File: src/rtl/int_arbiter_if.sv
// Interrupt arbiter bus: raw sources and pipeline status in, CP0/fetch controls out.
// The slave modport is the arbiter; the master modport is the pipeline/CP0 side.
interface int_arbiter_if #(
    parameter int unsigned WIDTH = 32,
    parameter int unsigned NSRC  = 3
);
    logic [NSRC-1:0]  irq_in;
    logic             IE;
    logic [WIDTH-1:0] pc_next;
    logic             inst_ok;
    logic             eret;
    logic             stall;
    logic             redirect;
    logic [WIDTH-1:0] vector_pc;
    logic             IntRequest;
    logic [WIDTH-1:0] EPC_in;
    logic             IE_zero;
    logic             IE_one;
    logic [NSRC-1:0]  pending;
    logic [NSRC-1:0]  in_service;

    modport slave (
        input  irq_in, IE, pc_next, inst_ok, eret,
        output stall, redirect, vector_pc, IntRequest, EPC_in, IE_zero, IE_one,
               pending, in_service
    );

    modport master (
        output irq_in, IE, pc_next, inst_ok, eret,
        input  stall, redirect, vector_pc, IntRequest, EPC_in, IE_zero, IE_one,
               pending, in_service
    );
endinterface

File: src/rtl/int_arbiter.sv
// Interrupt front end for CP0: synchronises and edge-detects sources, arbitrates by fixed
// priority with nesting, and sequences entry at a safe instruction boundary.
module int_arbiter #(
    parameter int unsigned     WIDTH      = 32,
    parameter int unsigned     NSRC       = 3,
    parameter logic [WIDTH-1:0] VEC_BASE   = 32'h0000_0100,
    parameter logic [WIDTH-1:0] VEC_STRIDE = 32'h0000_0040
) (
    input logic           clk,
    input logic           clr,
    int_arbiter_if.slave  bus
);
    localparam int unsigned IdW = (NSRC > 1) ? $clog2(NSRC) : 1;

    typedef enum logic [2:0] {StIdle, StWait, StLatch, StEnter, StHold} state_e;

    state_e           state_q, state_d;
    logic [NSRC-1:0]  sync1_q, sync2_q, sync3_q;
    logic [NSRC-1:0]  pending_q, pending_d;
    logic [NSRC-1:0]  in_service_q, in_service_d;
    logic [IdW-1:0]   sel_q, sel_d;
    logic [WIDTH-1:0] epc_q, epc_d;
    logic [WIDTH-1:0] vec_q, vec_d;
    logic             ie_one_q;

    logic [IdW-1:0]   hp, hs;
    logic [NSRC-1:0]  edge_det, sel_oh, hs_oh;
    logic             eligible, stall, enter;

    assign edge_det = sync2_q & ~sync3_q;
    assign sel_oh   = NSRC'(1) << sel_q;
    assign hs_oh    = NSRC'(1) << hs;

    // Highest set index wins; later iterations overwrite earlier ones.
    always_comb begin
        hp = '0;
        hs = '0;
        for (int unsigned i = 0; i < NSRC; i++) begin
            if (pending_q[i])    hp = IdW'(i);
            if (in_service_q[i]) hs = IdW'(i);
        end
    end

    assign eligible = bus.IE & (|pending_q) & ((in_service_q == '0) | (hp > hs));

    always_comb begin
        state_d = state_q;
        sel_d   = sel_q;
        epc_d   = epc_q;
        vec_d   = vec_q;
        stall   = 1'b0;
        enter   = 1'b0;
        unique case (state_q)
            StIdle: begin
                if (eligible) state_d = StWait;
            end
            StWait: begin
                if (!eligible) begin
                    state_d = StIdle;
                end else if (bus.inst_ok) begin
                    sel_d   = hp;
                    epc_d   = bus.pc_next;
                    state_d = StLatch;
                end
            end
            StLatch: begin
                // Vector registered here so it is valid throughout ENTER and held afterwards.
                stall   = 1'b1;
                vec_d   = VEC_BASE + WIDTH'(sel_q) * VEC_STRIDE;
                state_d = StEnter;
            end
            StEnter: begin
                stall   = 1'b1;
                enter   = 1'b1;
                state_d = StHold;
            end
            StHold: begin
                state_d = StIdle;
            end
            default: state_d = StIdle;
        endcase
    end

    // ERET clear is applied before the entry set so a coincident entry survives.
    always_comb begin
        in_service_d = in_service_q;
        if (bus.eret) in_service_d = in_service_d & ~hs_oh;
        if (enter)    in_service_d = in_service_d | sel_oh;
        pending_d = pending_q;
        if (enter)    pending_d = pending_d & ~sel_oh;
        pending_d = pending_d | edge_det;
    end

    always_ff @(posedge clk or posedge clr) begin
        if (clr) begin
            state_q      <= StIdle;
            sync1_q      <= '0;
            sync2_q      <= '0;
            sync3_q      <= '0;
            pending_q    <= '0;
            in_service_q <= '0;
            sel_q        <= '0;
            epc_q        <= '0;
            vec_q        <= '0;
            ie_one_q     <= 1'b0;
        end else begin
            state_q      <= state_d;
            sync1_q      <= bus.irq_in;
            sync2_q      <= sync1_q;
            sync3_q      <= sync2_q;
            pending_q    <= pending_d;
            in_service_q <= in_service_d;
            sel_q        <= sel_d;
            epc_q        <= epc_d;
            vec_q        <= vec_d;
            ie_one_q     <= bus.eret;
        end
    end

    assign bus.stall      = stall;
    assign bus.redirect   = enter;
    assign bus.IntRequest = enter;
    assign bus.IE_zero    = enter;
    assign bus.IE_one     = ie_one_q;
    assign bus.vector_pc  = vec_q;
    assign bus.EPC_in     = epc_q;
    assign bus.pending    = pending_q;
    assign bus.in_service = in_service_q;
endmodule

File: src/flat_wrapper.sv
// flat-port wrapper written by rule: the top's interface ports become plain ports
module int_arbiter_flat 
#(
    parameter int unsigned     WIDTH      = 32,
    parameter int unsigned     NSRC       = 3,
    parameter logic [WIDTH-1:0] VEC_BASE   = 32'h0000_0100,
    parameter logic [WIDTH-1:0] VEC_STRIDE = 32'h0000_0040
)
  (clk, clr, bus_irq_in, bus_IE, bus_pc_next, bus_inst_ok, bus_eret, bus_stall, bus_redirect, bus_vector_pc, bus_IntRequest, bus_EPC_in, bus_IE_zero, bus_IE_one, bus_pending, bus_in_service);
  int_arbiter_if #(.WIDTH(WIDTH), .NSRC(NSRC)) bus_i ();
  input logic clk;
  input logic clr;
  input wire logic [$bits(bus_i.irq_in)-1:0] bus_irq_in;
  input wire logic [$bits(bus_i.IE)-1:0] bus_IE;
  input wire logic [$bits(bus_i.pc_next)-1:0] bus_pc_next;
  input wire logic [$bits(bus_i.inst_ok)-1:0] bus_inst_ok;
  input wire logic [$bits(bus_i.eret)-1:0] bus_eret;
  output wire logic [$bits(bus_i.stall)-1:0] bus_stall;
  output wire logic [$bits(bus_i.redirect)-1:0] bus_redirect;
  output wire logic [$bits(bus_i.vector_pc)-1:0] bus_vector_pc;
  output wire logic [$bits(bus_i.IntRequest)-1:0] bus_IntRequest;
  output wire logic [$bits(bus_i.EPC_in)-1:0] bus_EPC_in;
  output wire logic [$bits(bus_i.IE_zero)-1:0] bus_IE_zero;
  output wire logic [$bits(bus_i.IE_one)-1:0] bus_IE_one;
  output wire logic [$bits(bus_i.pending)-1:0] bus_pending;
  output wire logic [$bits(bus_i.in_service)-1:0] bus_in_service;
  assign bus_i.irq_in = bus_irq_in;
  assign bus_i.IE = bus_IE;
  assign bus_i.pc_next = bus_pc_next;
  assign bus_i.inst_ok = bus_inst_ok;
  assign bus_i.eret = bus_eret;
  assign bus_stall = bus_i.stall;
  assign bus_redirect = bus_i.redirect;
  assign bus_vector_pc = bus_i.vector_pc;
  assign bus_IntRequest = bus_i.IntRequest;
  assign bus_EPC_in = bus_i.EPC_in;
  assign bus_IE_zero = bus_i.IE_zero;
  assign bus_IE_one = bus_i.IE_one;
  assign bus_pending = bus_i.pending;
  assign bus_in_service = bus_i.in_service;
  int_arbiter #(.WIDTH(WIDTH), .NSRC(NSRC), .VEC_BASE(VEC_BASE), .VEC_STRIDE(VEC_STRIDE)) u_core (.clk(clk), .clr(clr), .bus(bus_i));
endmodule
File: config.mk
export PLATFORM = sky130hd
export DESIGN_NAME = int_arbiter_flat
export DESIGN_NICKNAME = d
export VERILOG_FILES = /design/src/rtl/int_arbiter_if.sv /design/src/rtl/int_arbiter.sv /design/src/flat_wrapper.sv
export SDC_FILE = /design/constraint.sdc
export NUM_CORES = 1
export LEC_CHECK = 0
export ABC_AREA = 1
export ABC_CLOCK_PERIOD_IN_PS = 1900
export CAP_MARGIN = 30
export CORE_MARGIN = 5
export CORE_UTILIZATION = 41
export DETAILED_ROUTE_END_ITERATION = 7
export GPL_ROUTABILITY_DRIVEN = 0
export PLACE_DENSITY = 0.8
export SLEW_MARGIN = 0
export SYNTH_ARGS = -nofsm -noshare
export SYNTH_HDL_FRONTEND = slang
export SYNTH_SLANG_ARGS = --single-unit
File: constraint.sdc
create_clock -name clk -period 1.9 [get_ports clk]
set_input_delay 0.19 -clock clk [delete_from_list [all_inputs] [get_ports clk]]
set_output_delay 0.19 -clock clk [all_outputs]
set_load 0.02 [all_outputs]
==> run_results.csv, run 1 <==
group,metric,value,unit
status,status,"complete, no violations",
power_and_ir_drop,powerDensity,1410,mW/mm^2
sta,fin_ws,127.9,ps
sta,max_freq,564.3,MHz
synthesis,synth_area,0.002460,mm^2
die,start_util,41.79,%
synthesis,netlist_instances,267,
die,io_pins,115,
sta,finalCritPeriodShare,93.27,%
sta,tns,0,ps
layout,nets,393,
placement,portBuffers,85,
worst_setup_path,critPathLaunch,"u_core.bus.pending[2]$_DFF_PP0_",
clock_network,cts_sinks,56,
placement,hpwl,3802,um
layout,diodes,0,
power_and_ir_drop,p_seq_share,39.3,%
die,die_h,87.46,um
die,fp.dieW,87.46,um
grt,grt_pass1_vias,1787,
clock_network,cts-buffers-inserted,5,
power_and_ir_drop,p_sw_share,38.46,%
layout,area_growth,37.44,%
power_and_ir_drop,power_frac_comb,47.1,%
power_and_ir_drop,clkPwrFrac,13.6,%
clock_network,cts_setup_buffers,0,
layout,fillers,555,
sta,fin_skew,5.624,ps
power_and_ir_drop,p_leak,1.750,nW
power_and_ir_drop,peakVddDrop,686.5,uV
synthesis,synth_cell_types,21,
drt,remaining_drc_errors,0,
drt,wl_per_cell,12.19,um
die,core-area,0.005886,mm^2
grt,grt_max_degree,69,
drt,wl,5204,um
synthesis,yosysSeqAreaShare,56.97,%
drt,drt-initial-drc-count,40,
synthesis,syn_area_per_cell,9.213,um^2
worst_setup_path,crit_required,2080,ps
grt,grt_usage,13.28,%
drt,dr.pass1.iters,4,
clock_network,path_clk_slew,90,ps
sta,drv_slew,0,
power_and_ir_drop,p_int,2.934,mW
grt,grt_overflow,0,
placement,dp_worst_setup_slack,101.3,ps
min_path,hold_path_class,"in -> async",
clock_network,cts_root_buf,"clkbuf_8",
clock_network,cts_tree,"built",
die,num_rows,28,
drt,vias_per_cell,4.211,
worst_setup_path,path_max_fanout,34,
synthesis,ys_ff_latch,56,
worst_setup_path,r2r_start,"u_core.bus.pending[2]$_DFF_PP0_",
job,max-cap-violations,0,
drt,postRouteAntennaNets,0,
worst_setup_path,critPathLaunchType,"register",
worst_setup_path,setup.worst_path.end_class,"register",
layout,final_layout_size_suffix_gt1_share,6.250,%
grt,grt_pass1_wl,8052,um
worst_setup_path,worstPathArrival,1960,ps
synthesis,yosys_warnings,0,
sta,hold_viol,0,
drt,vias,1798,
power_and_ir_drop,p_sw,1.834,mW
grt,antenna_found_initial,0,
clock_network,insertion_delay,300,ps
sta,fin_crit,1772,ps
clock_network,clockBufferDepth,2,
worst_setup_path,r2r_slack,130,ps
sta,setup_viol,0,
worst_setup_path,critPathKind,"reg -> reg",
die,dieArea,0.007648,mm^2
clock_network,cts-htree-levels,2,
## worst max-delay path: stages (launching register included)
cell and delay, ps:
dfrtp_1 420, inv_1 110, nand2_1 90, ha_1 300
nand2_1 70, nand2_1 60, nand2_2 110, nand3_4 120
clkbuf_16 240, nand2_1 80, o21ai_1 70
## synth_stat cells
cell      number  area (um^2)
a21boi_2       1        11.26
buf_2          3        15.01
buf_4         32        240.2
buf_6          3        33.78
clkbuf_1       1        3.750
conb_1         1        3.750
dfrtp_1       56         1401
ha_1           2        25.02
inv_1         51        191.4
mux2_2         1        11.26
nand2_1       61        229.0
nand3_1        2        10.01
nand3_2        1        10.01
nor2_1         5        18.77
nor2_2         2        12.51
nor3_1         2        10.01
o21ai_0       21        105.1
o21ai_1       16        80.08
o21ai_2        4        35.03
o22ai_1        1        6.260
or3_1          1        6.260
## state kept, by name (all words and copies together) (netlist names)
name / count
u_core.state_q: 3
u_core.sync1_q: 3
u_core.sync2_q: 3
u_core.bus.in_service: 3
u_core.bus.vector_pc: 3
u_core.bus.IE_one: 1
u_core.sync3_q: 3
u_core.sel_q: 2
u_core.bus.pending: 3
u_core.bus.EPC_in: 32
## final cells by class
class,instances,area [um^2],share of cell area [%]
inverter,51,191.4,5.662
clock buffer,6,82.58,2.443
multi-input combinational,149,689.4,20.39
tap,75,93.84,2.776
clock inverter,2,10.01,0.2961
sequential,56,1401,41.45
timing repair buffer,88,912.1,26.98
## path summary, 6_finish.rpt
path,endpoint,cells past startpoint
max,u_core.sel_q[1]$_DFFE_PP0P_,10
min,u_core.bus.in_service[1]$_DFF_PP0_,3
max reg2reg,u_core.sel_q[1]$_DFFE_PP0P_,10
min reg2reg,u_core.sync2_q[0]$_DFF_PP0_,0
max in group asynchronous,u_core.bus.EPC_in[3]$_DFFE_PP0P_,3
min in group clk,u_core.sync1_q[0]$_DFF_PP0_,1
## cells by family after synthesis
logic type / synth area share [%]
buf+inv: 19.68
simple gates: 12.06
flops: 56.97
compound gates: 9.664
fa+ha+maj: 1.017
mux: 0.4577
other cells: 0.1524
## power by group through the flow
stage / combinational (mW) / clock (mW) / sequential (mW)
floorplan: 0.835 / 0 / 2.30
global placement: 2.17 / 0 / 1.87
detailed placement: 2.23 / 0 / 1.89
CTS: 2.23 / 0.669 / 1.88
global route: 2.45 / 0.721 / 1.95
finish: 2.24 / 0.649 / 1.88
## through the flow
step / std cells / utilization, % / hold WS [ps] / total power, mW / cell area, um^2
6_report: 427 / 57.44 / 240.9 / 4.768 / 3381
4_1_cts: 426 / 56.85 / 262.1 / 4.775 / 3346
5_1_grt: 427 / 57.44 / 266.8 / 5.121 / 3381
3_3_place_gp: 418 / 55.34 / 333.1 / 4.042 / 3257
2_1_floorplan: 295 / - / 221.4 / 3.134 / 2565
3_5_place_dp: 418 / 55.34 / 334.7 / 4.127 / 3257
## routing by layer
metal  part of all wire [%]  global-route usage, %  vias to the layer above
met5                      0                      0                        -
met4                   0.96                  2.929                        0
met3                    8.4                  4.352                        7
met2                     52                  23.36                       67
met1                     38                  15.71                      816
li1                       -                      -                      908
## repair_timing
action | in CTS | in global routing
gates cloned | 0 | 1
hold endpoints to repair | 0 | 0
endpoints found under the setup margin | 3 | 27
pin swaps | 0 | 0
gates resized for setup | 3 | 4
hold buffers | 0 | 0
## cells in the final DEF (no fill, tap or decap), drive strengths merged
master,n
dlygate4sd2,3
dfrtp,56
or3,1
buf,2
ha,2
a21boi,1
inv,51
clkbuf,7
nor2,7
nand3,3
clkdlybuf4s50,82
nand2,61
conb,29
clkinv,2
o22ai,1
o21ai,41
mux2,1
nor3,2
No activity file was read; power rests on OpenSTA's default activity.
==> run 2: changes to the inputs <==
--- a/config.mk
+++ b/config.mk
@@ -6,10 +6,10 @@
 export NUM_CORES = 1
 export LEC_CHECK = 0
 export ABC_AREA = 1
-export ABC_CLOCK_PERIOD_IN_PS = 1900
 export CAP_MARGIN = 30
 export CORE_MARGIN = 5
 export CORE_UTILIZATION = 41
+export CTS_BUF_LIST = sky130_fd_sc_hd__clkbuf_4 sky130_fd_sc_hd__clkbuf_8 sky130_fd_sc_hd__clkbuf_16
 export DETAILED_ROUTE_END_ITERATION = 7
 export GPL_ROUTABILITY_DRIVEN = 0
 export PLACE_DENSITY = 0.8
==> results of run 2 <==
No change in the layout: final DEF, timing and power equal those of run 1.
